===== src/rtl/lsu_pkg.sv =====
// Shared state encoding and RV32I load/store width codes for the load/store unit.
package lsu_pkg;

  typedef enum logic [1:0] {
    IDLE  = 2'd0,
    WRITE = 2'd1,
    READ  = 2'd2,
    RESP  = 2'd3
  } lsu_state_t;

  localparam logic [2:0] F3_B  = 3'b000;
  localparam logic [2:0] F3_H  = 3'b001;
  localparam logic [2:0] F3_W  = 3'b010;
  localparam logic [2:0] F3_BU = 3'b100;
  localparam logic [2:0] F3_HU = 3'b101;

endpackage


===== src/rtl/lsu_if.sv =====
// Core request/response channel plus word-wide memory port of the load/store unit.
interface lsu_if;

  logic        req_valid;
  logic        req_ready;
  logic        req_store;
  logic [2:0]  req_funct3;
  logic [31:0] req_addr;
  logic [31:0] req_wdata;

  logic        resp_valid;
  logic        resp_ready;
  logic [31:0] resp_rdata;
  logic        resp_fault;

  logic [31:0] data_addr;
  logic [31:0] data_write;
  logic [3:0]  data_write_byte;
  logic        data_read_valid;
  logic        data_write_valid;
  logic [31:0] data_read;

  // The master is the environment (core plus memory); the slave is the unit.
  modport master (
    output req_valid, req_store, req_funct3, req_addr, req_wdata, resp_ready, data_read,
    input  req_ready, resp_valid, resp_rdata, resp_fault,
    input  data_addr, data_write, data_write_byte, data_read_valid, data_write_valid
  );

  modport slave (
    input  req_valid, req_store, req_funct3, req_addr, req_wdata, resp_ready, data_read,
    output req_ready, resp_valid, resp_rdata, resp_fault,
    output data_addr, data_write, data_write_byte, data_read_valid, data_write_valid
  );

endinterface


===== src/rtl/lsu_align.sv =====
// Width/offset decode: fault detection, byte enables, store replication and load extension.
module lsu_align
  import lsu_pkg::*;
(
  input  logic        store,
  input  logic [2:0]  funct3,
  input  logic [1:0]  offset,
  input  logic [31:0] wdata,
  input  logic [31:0] rdata_raw,
  output logic        fault,
  output logic [3:0]  byte_en,
  output logic [31:0] wdata_rep,
  output logic [31:0] load_data
);

  logic [3:0][7:0] lane;
  logic [7:0]      sel_byte;
  logic [15:0]     sel_half;
  logic [31:0]     sel_word;

  // Memory returns byte base+k in the k-th most significant lane.
  assign lane     = {rdata_raw[7:0], rdata_raw[15:8], rdata_raw[23:16], rdata_raw[31:24]};
  assign sel_byte = lane[offset];
  assign sel_half = {lane[{offset[1], 1'b1}], lane[{offset[1], 1'b0}]};
  assign sel_word = {lane[3], lane[2], lane[1], lane[0]};

  always_comb begin
    fault     = 1'b1;
    byte_en   = 4'b0000;
    wdata_rep = '0;
    load_data = '0;
    case (funct3)
      F3_B, F3_BU: begin
        fault     = store && (funct3 == F3_BU);
        byte_en   = 4'b0001 << offset;
        wdata_rep = {4{wdata[7:0]}};
        load_data = (funct3 == F3_B) ? {{24{sel_byte[7]}}, sel_byte} : {24'd0, sel_byte};
      end
      F3_H, F3_HU: begin
        fault     = offset[0] || (store && (funct3 == F3_HU));
        byte_en   = 4'b0011 << offset;
        wdata_rep = {2{wdata[15:0]}};
        load_data = (funct3 == F3_H) ? {{16{sel_half[15]}}, sel_half} : {16'd0, sel_half};
      end
      F3_W: begin
        fault     = |offset;
        byte_en   = 4'b1111;
        wdata_rep = wdata;
        load_data = sel_word;
      end
      default: fault = 1'b1;
    endcase
  end

endmodule


===== src/rtl/load_store_unit.sv =====
// Single-outstanding RV32I load/store unit: latches a request, performs one
// word-aligned memory access and holds the extended response until taken.
module load_store_unit
  import lsu_pkg::*;
#(
  parameter int READ_WAIT = 1
) (
  input logic  clk,
  input logic  reset,
  lsu_if.slave bus
);

  lsu_state_t  state, next_state;
  logic        store_q;
  logic [2:0]  funct3_q;
  logic [31:0] addr_q;
  logic [31:0] wdata_q;
  logic [31:0] rdata_q;
  logic        fault_q;
  logic [3:0]  cnt;

  logic        idle, accept, last_read;
  logic        al_store;
  logic [2:0]  al_funct3;
  logic [1:0]  al_offset;
  logic [31:0] al_wdata;
  logic        al_fault;
  logic [3:0]  al_byte_en;
  logic [31:0] al_wdata_rep;
  logic [31:0] al_load;

  assign idle      = (state == IDLE);
  assign accept    = idle && bus.req_valid;
  assign last_read = (state == READ) && (cnt == 4'(READ_WAIT - 1));

  // While idle the aligner looks at the live request so the fault is known at accept.
  assign al_store  = idle ? bus.req_store      : store_q;
  assign al_funct3 = idle ? bus.req_funct3     : funct3_q;
  assign al_offset = idle ? bus.req_addr[1:0]  : addr_q[1:0];
  assign al_wdata  = idle ? bus.req_wdata      : wdata_q;

  lsu_align u_align (
    .store     (al_store),
    .funct3    (al_funct3),
    .offset    (al_offset),
    .wdata     (al_wdata),
    .rdata_raw (bus.data_read),
    .fault     (al_fault),
    .byte_en   (al_byte_en),
    .wdata_rep (al_wdata_rep),
    .load_data (al_load)
  );

  always_ff @(posedge clk or negedge reset) begin
    if (!reset) begin
      state    <= IDLE;
      store_q  <= 1'b0;
      funct3_q <= '0;
      addr_q   <= '0;
      wdata_q  <= '0;
      rdata_q  <= '0;
      fault_q  <= 1'b0;
      cnt      <= '0;
    end else begin
      state <= next_state;
      if (accept) begin
        store_q  <= bus.req_store;
        funct3_q <= bus.req_funct3;
        addr_q   <= bus.req_addr;
        wdata_q  <= bus.req_wdata;
        fault_q  <= al_fault;
        rdata_q  <= '0;
        cnt      <= '0;
      end else if (state == READ) begin
        cnt <= cnt + 4'd1;
        if (last_read) rdata_q <= al_load;
      end
    end
  end

  always_comb begin
    next_state           = state;
    bus.req_ready        = 1'b0;
    bus.resp_valid       = 1'b0;
    bus.resp_rdata       = '0;
    bus.resp_fault       = 1'b0;
    bus.data_read_valid  = 1'b0;
    bus.data_write_valid = 1'b0;
    bus.data_write_byte  = 4'b0000;
    bus.data_write       = '0;
    case (state)
      IDLE: begin
        bus.req_ready = 1'b1;
        if (bus.req_valid) next_state = al_fault ? RESP : (bus.req_store ? WRITE : READ);
      end
      WRITE: begin
        bus.data_write_valid = 1'b1;
        bus.data_write_byte  = al_byte_en;
        bus.data_write       = al_wdata_rep;
        next_state           = RESP;
      end
      READ: begin
        bus.data_read_valid = 1'b1;
        if (last_read) next_state = RESP;
      end
      RESP: begin
        bus.resp_valid = 1'b1;
        bus.resp_rdata = rdata_q;
        bus.resp_fault = fault_q;
        if (bus.resp_ready) next_state = IDLE;
      end
      default: next_state = IDLE;
    endcase
  end

  assign bus.data_addr = {addr_q[31:2], 2'b00};

endmodule


===== src/flat_wrapper.sv =====
// flat-port wrapper written by rule: the top's interface ports become plain ports
module load_store_unit_flat import lsu_pkg::*;
#(
  parameter int READ_WAIT = 1
)
  (clk, reset, bus_req_valid, bus_req_store, bus_req_funct3, bus_req_addr, bus_req_wdata, bus_resp_ready, bus_data_read, bus_req_ready, bus_resp_valid, bus_resp_rdata, bus_resp_fault, bus_data_addr, bus_data_write, bus_data_write_byte, bus_data_read_valid, bus_data_write_valid);
  lsu_if bus_i ();
  input logic clk;
  input logic reset;
  input wire logic [$bits(bus_i.req_valid)-1:0] bus_req_valid;
  input wire logic [$bits(bus_i.req_store)-1:0] bus_req_store;
  input wire logic [$bits(bus_i.req_funct3)-1:0] bus_req_funct3;
  input wire logic [$bits(bus_i.req_addr)-1:0] bus_req_addr;
  input wire logic [$bits(bus_i.req_wdata)-1:0] bus_req_wdata;
  input wire logic [$bits(bus_i.resp_ready)-1:0] bus_resp_ready;
  input wire logic [$bits(bus_i.data_read)-1:0] bus_data_read;
  output wire logic [$bits(bus_i.req_ready)-1:0] bus_req_ready;
  output wire logic [$bits(bus_i.resp_valid)-1:0] bus_resp_valid;
  output wire logic [$bits(bus_i.resp_rdata)-1:0] bus_resp_rdata;
  output wire logic [$bits(bus_i.resp_fault)-1:0] bus_resp_fault;
  output wire logic [$bits(bus_i.data_addr)-1:0] bus_data_addr;
  output wire logic [$bits(bus_i.data_write)-1:0] bus_data_write;
  output wire logic [$bits(bus_i.data_write_byte)-1:0] bus_data_write_byte;
  output wire logic [$bits(bus_i.data_read_valid)-1:0] bus_data_read_valid;
  output wire logic [$bits(bus_i.data_write_valid)-1:0] bus_data_write_valid;
  assign bus_i.req_valid = bus_req_valid;
  assign bus_i.req_store = bus_req_store;
  assign bus_i.req_funct3 = bus_req_funct3;
  assign bus_i.req_addr = bus_req_addr;
  assign bus_i.req_wdata = bus_req_wdata;
  assign bus_i.resp_ready = bus_resp_ready;
  assign bus_i.data_read = bus_data_read;
  assign bus_req_ready = bus_i.req_ready;
  assign bus_resp_valid = bus_i.resp_valid;
  assign bus_resp_rdata = bus_i.resp_rdata;
  assign bus_resp_fault = bus_i.resp_fault;
  assign bus_data_addr = bus_i.data_addr;
  assign bus_data_write = bus_i.data_write;
  assign bus_data_write_byte = bus_i.data_write_byte;
  assign bus_data_read_valid = bus_i.data_read_valid;
  assign bus_data_write_valid = bus_i.data_write_valid;
  load_store_unit #(.READ_WAIT(READ_WAIT)) u_core (.clk(clk), .reset(reset), .bus(bus_i));
endmodule

===== config.mk =====
export PLATFORM = sky130hd
export DESIGN_NAME = load_store_unit_flat
export DESIGN_NICKNAME = d
export VERILOG_FILES = /design/src/rtl/lsu_pkg.sv /design/src/rtl/lsu_if.sv /design/src/rtl/lsu_align.sv /design/src/rtl/load_store_unit.sv /design/src/flat_wrapper.sv
export SDC_FILE = /design/constraint.sdc
export NUM_CORES = 1
export LEC_CHECK = 0
export ABC_AREA = 1
export BUFFER_PORTS_ARGS = -buffer_cell sky130_fd_sc_hd__buf_2
export CAP_MARGIN = 20
export CORE_ASPECT_RATIO = 1.5
export CORE_MARGIN = 2
export CORE_UTILIZATION = 48
export DETAILED_ROUTE_END_ITERATION = 12
export PLACE_DENSITY = 0.78
export SYNTH_ARGS = -nofsm -noshare
export SYNTH_HDL_FRONTEND = slang
export SYNTH_SLANG_ARGS = --single-unit

===== constraint.sdc =====
create_clock -name clk -period 1.7 [get_ports clk]
set_input_delay 0.255 -clock clk [delete_from_list [all_inputs] [get_ports clk]]
set_output_delay 0.255 -clock clk [all_outputs]
set_load 0.005 [all_outputs]

==> reports/qor.json, run 1 <==
{
  "timing.setup.critical_path_class": "reg2out",
  "buffer_ports.inserted": 206,
  "track_usage_pct": 30.2,
  "ff2ff_setup_slack_ps": -600,
  "final_common_cell": "sky130_fd_sc_hd__nand2_1",
  "die_w_um": 102,
  "min_from": "bus_req_addr[27]",
  "violations": "setup timing",
  "cap_violations": 0,
  "path_buf_inv": 4,
  "yosys_warnings": 0,
  "global_route_wire_length_before_repair_mm": 36.3,
  "cts-buffers-inserted": 9,
  "worst_slack_ps": -679,
  "critical_path_peak_fanout": 5,
  "worst_hold_slack_ps": 80.4,
  "final-max-slew-violation-count": 0,
  "critical_path.reg2reg.startpoint": "u_core.state[1]$_DFFE_PN0P_",
  "route.vias.total": 8150,
  "worstSkewPairLatency_ps": 360,
  "grt_start_max_net_pins": 74,
  "final_nets": 1464,
  "dieArea_mm2": 0.0155,
  "hold_vio_cnt_final": 0,
  "vdd_ir_drop_max_uv": 1190,
  "leakage_nw": 6.18,
  "final_period_minus_worst_setup_slack_ps": 2380,
  "critical_path.most_common_cell": "sky130_fd_sc_hd__nand2_2",
  "antenna_violations_before_repair": 1,
  "seq_area_frac_synth_pct": 38.4,
  "drt-vias-per-instance": 5.25,
  "cts_sinks": 107,
  "rsz0062_at_grt": "yes",
  "data_arrival_time_of_the_critical_path_ps": 2120,
  "drt-total-wl_mm": 26.4,
  "run_status": "finished with violations",
  "overall_power_mw": 21.9,
  "postSynthCellCount": 1091,
  "grt_pass1_vias": 7514,
  "finalSetupViolations": 136,
  "drcViolationCount": 0,
  "yosys_register_bits": 107,
  "global_route.overflow_total": 0,
  "worstPathCellList": "inv_2 > ha_4 > buf_12 > nand2_1 > nand2_2 > buf_4 > nand3_2 > nand2_2 > nand3_4 > a21oi_2 > buf_2",
  "cp-start-kind": "flop",
  "timing.critical_path.slowest_cell_delay_ps": 400,
  "clock-skew-final_ps": 8.47,
  "synth_enable_flop_cells": 0,
  "final_cell_mix": "sky130_fd_sc_hd__nand2_1, sky130_fd_sc_hd__buf_2, sky130_fd_sc_hd__inv_1, sky130_fd_sc_hd__nor2_1, sky130_fd_sc_hd__dfrtp_1",
  "synth_flop_cell": "sky130_fd_sc_hd__dfrtp_1",
  "mappedNetlistArea_mm2": 0.00697,
  "critPathSlowestCell": "sky130_fd_sc_hd__dfrtp_1",
  "cts-root-buf": "sky130_fd_sc_hd__clkbuf_16",
  "min_delay_path_depth": 3,
  "worstPathRequired_ps": 1440,
  "min_path_type": "in2reg",
  "antennaDiodeCount": 0,
  "clkTransAtPathRegs_ps": 80,
  "r2r_cells": 15,
  "nFillCells": 1070,
  "period_share_pct": 140,
  "detailedPlacementHpwl_mm": 15.8,
  "initial_core_utilization_pct": 49.3,
  "globalplace.congestion": 1.01,
  "crit_path_end_kind": "output port",
  "reg2reg_end": "u_core.rdata_q[20]$_DFFE_PN0P_",
  "rows": 53,
  "io_pins": 209,
  "area_added_between_synthesis_and_finish_pct": 48.5,
  "worst_hold_path.endpoint": "u_core.addr_q[27]$_DFFE_PN0P_",
  "tritoncts": "yes",
  "area_of_the_placeable_core_mm2": 0.0141,
  "max_clock_freq_ghz": 0.420,
  "synth-async-reset-ratio_pct": 100,
  "critPathTopFamily": "buffers and inverters",
  "layout-drive-gt1-share_pct": 38.0,
  "antenna_left": 0,
  "cts_max_path_buffers": 2,
  "drt_iter0_markers": 447,
  "htree_num_levels": 3,
  "synth_area_per_cell_um2": 6.39,
  "post_synth_num_cell_types": 36,
  "cellPowerDensity_mw_per_mm2": 2110,
  "floorplan.die.height_um": 152,
  "firstDrtPassIters": 6,
  "detail_route.wl_per_cell_um": 17.0
}
-- area by class of cell --
class | count | area (um^2) | share of cell area (%)
multi-input cells | 774 | 3930 | 37.9
flip-flops and latches | 107 | 2680 | 25.9
clock inverters | 7 | 95.1 | 0.918
clock buffers | 9 | 225 | 2.18
inverters | 126 | 500 | 4.83
repair buffers | 336 | 2690 | 25.9
well taps | 192 | 240 | 2.32
-- state kept, by name (all words and copies together) (netlist names) --
register	count
u_core.rdata_q	32
u_core.cnt	4
u_core.funct3_q	3
u_core.store_q	1
u_core.fault_q	1
u_core.state	2
u_core.addr_q	32
u_core.wdata_q	32
-- worst register-to-register path, cell delays in order (launching register included) --
cell and delay (ps):
sky130_fd_sc_hd__dfrtp_1 370, sky130_fd_sc_hd__inv_2 60, sky130_fd_sc_hd__ha_4 210, sky130_fd_sc_hd__buf_12 150, sky130_fd_sc_hd__inv_12 70, sky130_fd_sc_hd__nand2_4 50
sky130_fd_sc_hd__nand2_4 90, sky130_fd_sc_hd__nand3_4 130, sky130_fd_sc_hd__buf_6 160, sky130_fd_sc_hd__buf_12 130, sky130_fd_sc_hd__buf_12 140, sky130_fd_sc_hd__a21oi_4 190
sky130_fd_sc_hd__buf_6 170, sky130_fd_sc_hd__buf_12 160, sky130_fd_sc_hd__nand2_2 80, sky130_fd_sc_hd__nand2_2 80
-- stage by stage --
step                      instance area (um^2)  std cells  setup slack, ps  setup TNS (ps)  util [%]
after floorplan                           7140       1092             -147           -5520         -
after global placement                    8690       1495             -272          -24570      61.5
after detailed placement                  8690       1495             -327          -31140      61.5
after CTS                                 9620       1537             -634          -46540      68.1
after global routing                     10400       1551             -770          -56180      73.3
final                                    10400       1551             -679          -45720      73.3
-- cell families after synthesis --
family,count (synthesis),share of synthesized area (%)
AO/OA/AOI/OAI,96,7.47
buffers and inverters,211,14.6
adder cells (fa/ha/maj),6,1.08
flip-flops,107,38.4
other,1,0.0538
AND/OR/NAND/NOR,670,38.4
-- how the worst max path moves through the flow --
stage | depth (start not counted) | from | endpoint | slack, ps
detailed placement | 12 | u_core.state[1]$_DFFE_PN0P_ | bus_data_write_byte[0] | -330
CTS | 13 | u_core.state[0]$_DFFE_PN0P_ | bus_data_write[24] | -630
global placement | 12 | u_core.state[1]$_DFFE_PN0P_ | bus_data_write_byte[0] | -270
floorplan | 11 | u_core.state[1]$_DFFE_PN0P_ | bus_data_write[26] | -150
finish | 11 | u_core.state[1]$_DFFE_PN0P_ | bus_data_write_byte[2] | -680
global route | 11 | u_core.state[1]$_DFFE_PN0P_ | bus_data_write_byte[2] | -770
-- what timing repair did --
| action | CTS | global route |
|---|---|---|
| cloned | 8 | 8 |
| endpoints found under the hold margin | 18 | 0 |
| setup endpoints to repair | 177 | 175 |
| gates resized for setup | 67 | 174 |
| setup buffers | 18 | 13 |
| hold buffers | 1 | 0 |
| pin swaps | 11 | 72 |
-- where the power goes --
group	internal, mW	switching [mW]	total (mW)
Combinational	6.73	8.62	15.4
Clock	1.19	1.10	2.29
Sequential	3.60	0.611	4.21
-- cells in the mapped netlist, drive strengths merged, types with 2 or more instances --
cell type	count	area [um^2]
nor2	122	465
a21oi	38	201
buf	60	432
o21a	8	60.1
clkbuf	24	90.1
dfrtp	107	2680
inv	125	477
nor3	2	10.0
nand3	46	248
ha	6	75.1
o21ai	48	244
nand2	496	1910
-- routing by layer --
metal | part of all wire (%) | track usage [%] | wire [um]
met5 | 0.053 | 0 | 14
met4 | 7.3 | 19.1 | 1920
met3 | 8.6 | 6.51 | 2270
met2 | 50 | 52.2 | 13300
met1 | 34 | 33.2 | 8890
Note: power is estimated with default switching activity, not from simulation.
==> run 2: changes to the inputs <==
- SKIP_CTS_REPAIR_TIMING: not set -> 1
==> run 2 against run 1 <==
Sequential power about the same. Critical path depth up 1. Maximum frequency fell by 2.2%. Critical endpoint is now bus_data_write[24]. Clock-buffer cell count unchanged. The run still ends with setup timing left. Clock skew about the same.
==> reports/qor.json, run 2 (synthesis gave the netlist of run 1 again) <==
{
  "final-max-slew-violation-count": {"value": 0, "change": "unchanged"},
  "period_share": {"value": 143, "unit": "%", "change": "+3.1 points"},
  "min_delay_path_depth": {"value": 3, "change": "unchanged"},
  "max_clock_freq": {"value": 0.411, "unit": "GHz", "change": "-2.2%"},
  "cts_sinks": {"value": 107, "change": "unchanged"},
  "postLayoutCoreUtil": {"value": 70.0, "unit": "%", "change": "-3.3 points"},
  "drt-vias-per-instance": {"value": 5.06, "change": "-3.7%"},
  "timing.critical_path.slowest_cell_delay": {"value": 390, "unit": "ps", "change": "about the same"},
  "ff2ff_setup_slack": {"value": -560, "unit": "ps", "change": "+40 ps"},
  "biggest_regs": "u_core.addr_q x32, u_core.rdata_q x32, u_core.wdata_q x32",
  "wl_met2": {"value": 12.5, "unit": "mm", "change": "-5.9%"},
  "tns": {"value": -62720, "unit": "ps", "change": "-17,000 ps"},
  "min_from": "bus_req_addr[27]",
  "wirelength_met1": {"value": 8.72, "unit": "mm", "change": "-1.9%"},
  "detail_route.wl_per_cell": {"value": 15.5, "unit": "um", "change": "-9.1%"},
  "grt_start_max_net_pins": {"value": 74, "change": "unchanged"},
  "critical_path.reg2reg.startpoint": "u_core.state[1]$_DFFE_PN0P_",
  "setup_slack_after_placement": {"value": -327, "unit": "ps", "change": "unchanged"},
  "antenna_left": {"value": 0, "change": "unchanged"},
  "critPathSlowestCell": "sky130_fd_sc_hd__dfrtp_1",
  "rsz0062_at_grt": "yes",
  "globalplace.congestion": {"value": 1.01, "change": "unchanged"},
  "leakage": {"value": 5.92, "unit": "nW", "change": "-4.2%"},
  "overall_power": {"value": 20.1, "unit": "mW", "change": "-8.2%"},
  "final_period_minus_worst_setup_slack": {"value": 2430, "unit": "ps", "change": "+53.5 ps"},
  "worstPathRequired": {"value": 1440, "unit": "ps", "change": "about the same"},
  "cap_violations": {"value": 0, "change": "unchanged"},
  "drt_iter0_markers": {"value": 384, "change": "-14%"},
  "htree_num_levels": {"value": 3, "change": "unchanged"},
  "path_buf_inv": {"value": 5, "change": "+1"},
  "track_usage": {"value": 26.8, "unit": "%", "change": "-3.4 points"},
  "global_route_wire_length_before_repair": {"value": 32.7, "unit": "mm", "change": "-9.8%"},
  "timing.setup.critical_path_class": "reg2out",
  "antenna_violations_before_repair": {"value": 1, "change": "unchanged"},
  "rows": {"value": 53, "change": "unchanged"},
  "met3RoutedLength": {"value": 1.53, "unit": "mm", "change": "-32%"},
  "area_added_between_synthesis_and_finish_pct": 41.8,
  "critPathTopFamily": "buffers and inverters",
  "global_route.overflow_total": {"value": 0, "change": "unchanged"},
  "dieArea": {"value": 0.0155, "unit": "mm^2", "change": "unchanged"},
  "final_design_area_no_fill": {"value": 0.00988, "unit": "mm^2", "change": "-4.5%"},
  "placement.cell_area": {"value": 0.00869, "unit": "mm^2", "change": "unchanged"},
  "grt_pass1_vias": {"value": 7008, "change": "-6.7%"},
  "final_common_cell": "sky130_fd_sc_hd__nand2_1",
  "vdd_ir_drop_max": {"value": 1070, "unit": "uV", "change": "-11%"},
  "clock-skew-final": {"value": 8.08, "unit": "ps", "change": "-0.389 ps"},
  "place.detailed.instances": {"value": 1495, "change": "unchanged"},
  "io_pins": {"value": 209, "change": "unchanged"},
  "buffer_ports.inserted": {"value": 206, "change": "unchanged"},
  "cellPowerDensity": {"value": 2030, "unit": "mW/mm^2", "change": "-3.9%"},
  "die_w": {"value": 102, "unit": "um", "change": "unchanged"},
  "r2r_cells": {"value": 14, "change": "-1"},
  "worstPathCellList": "inv_2 > ha_4 > buf_12 > clkinv_8 > nand2_4 > nand2_4 > nand3_4 > buf_6 > a21oi_1 > nor2_1 > nor2_1 > buf_2",
  "violations": "setup timing",
  "route.vias.total": {"value": 7796, "change": "-4.3%"},
  "final_nets": {"value": 1454, "change": "-0.68%"},
  "critical_path_peak_fanout": {"value": 7, "change": "+2"},
  "data_arrival_time_of_the_critical_path": {"value": 2180, "unit": "ps", "change": "+60 ps"},
  "worst_hold_slack": {"value": 86.2, "unit": "ps", "change": "+5.74 ps"},
  "stdcell_count": {"value": 1541, "change": "-0.64%"},
  "hold_vio_cnt_final": {"value": 0, "change": "unchanged"},
  "worstSkewPairLatency": {"value": 360, "unit": "ps", "change": "about the same"},
  "tritoncts": "yes",
  "drcViolationCount": {"value": 0, "change": "unchanged"},
  "crit_path_end_kind": "output port",
  "floorplan.die.height": {"value": 152, "unit": "um", "change": "unchanged"},
  "cts_max_path_buffers": {"value": 2, "change": "unchanged"},
  "maxUsedRoutingLayer": "met5",
  "reg2reg_end": "u_core.rdata_q[24]$_DFFE_PN0P_",
  "firstDrtPassIters": {"value": 5, "change": "-1"},
  "clkTransAtPathRegs": {"value": 80, "unit": "ps", "change": "about the same"},
  "antennaDiodeCount": {"value": 0, "change": "unchanged"},
  "detailedPlacementHpwl": {"value": 15.8, "unit": "mm", "change": "unchanged"},
  "cp-start-kind": "flop",
  "run_status": "finished with violations",
  "initial_core_utilization": {"value": 49.3, "unit": "%", "change": "unchanged"},
  "worst_slack": {"value": -733, "unit": "ps", "change": "-53.5 ps"},
  "layout-drive-gt1-share": {"value": 33.1, "unit": "%", "change": "-5.0 points"},
  "final_cell_mix": "sky130_fd_sc_hd__nand2_1, sky130_fd_sc_hd__buf_2, sky130_fd_sc_hd__nor2_1, sky130_fd_sc_hd__inv_1, sky130_fd_sc_hd__dfrtp_1",
  "finalSetupViolations": {"value": 178, "change": "+31%"},
  "worst_hold_path.endpoint": "u_core.addr_q[27]$_DFFE_PN0P_",
  "area_of_the_placeable_core": {"value": 0.0141, "unit": "mm^2", "change": "unchanged"},
  "min_path_type": "in2reg",
  "drt-total-wl": {"value": 23.8, "unit": "mm", "change": "-9.7%"},
  "cts-root-buf": "sky130_fd_sc_hd__clkbuf_16",
  "cts-buffers-inserted": {"value": 9, "change": "unchanged"}
}
## run 2: layout make-up
type | instances | area [um^2]
multi-input combinational | 774 | 3710
timing repair inverter | 1 | 8.76
inverter | 126 | 500
tap | 192 | 240
clock buffer | 9 | 225
clock inverter | 7 | 95.1
fill | 1167 | 4240
timing repair buffer | 325 | 2420
sequential | 107 | 2680
## run 2: power breakdown
group / leakage (nW) / switching (mW) / internal, mW
Clock: 0.157 / 1.08 / 1.19
Combinational: 4.39 / 7.67 / 5.92
Sequential: 1.37 / 0.589 / 3.60
## run 2: routing by layer
| metal | global-route usage [%] | vias to the layer above |
|---|---|---|
| met4 | 11.5 | 2 |
| met5 | 0 | - |
| met3 | 5.05 | 75 |
| met1 | 30.9 | 3591 |
| met2 | 47.9 | 372 |
| li1 | - | 3756 |
## run 2: worst max path at each step
stage / to / cells past startpoint / slack (ps) / from
2_1_floorplan: bus_data_write[26] / 11 / -150 / u_core.state[1]$_DFFE_PN0P_
3_3_place_gp: bus_data_write_byte[0] / 12 / -270 / u_core.state[1]$_DFFE_PN0P_
3_5_place_dp: bus_data_write_byte[0] / 12 / -330 / u_core.state[1]$_DFFE_PN0P_
4_1_cts: bus_data_write_byte[0] / 12 / -740 / u_core.state[1]$_DFFE_PN0P_
5_1_grt: bus_data_write[24] / 12 / -820 / u_core.state[1]$_DFFE_PN0P_
6_report: bus_data_write[24] / 12 / -730 / u_core.state[1]$_DFFE_PN0P_
## run 2: worst min-delay path: stages
cell	delay [ps]
sky130_fd_sc_hd__buf_2	70
sky130_fd_sc_hd__nand2_1	40
sky130_fd_sc_hd__nand2_1	40
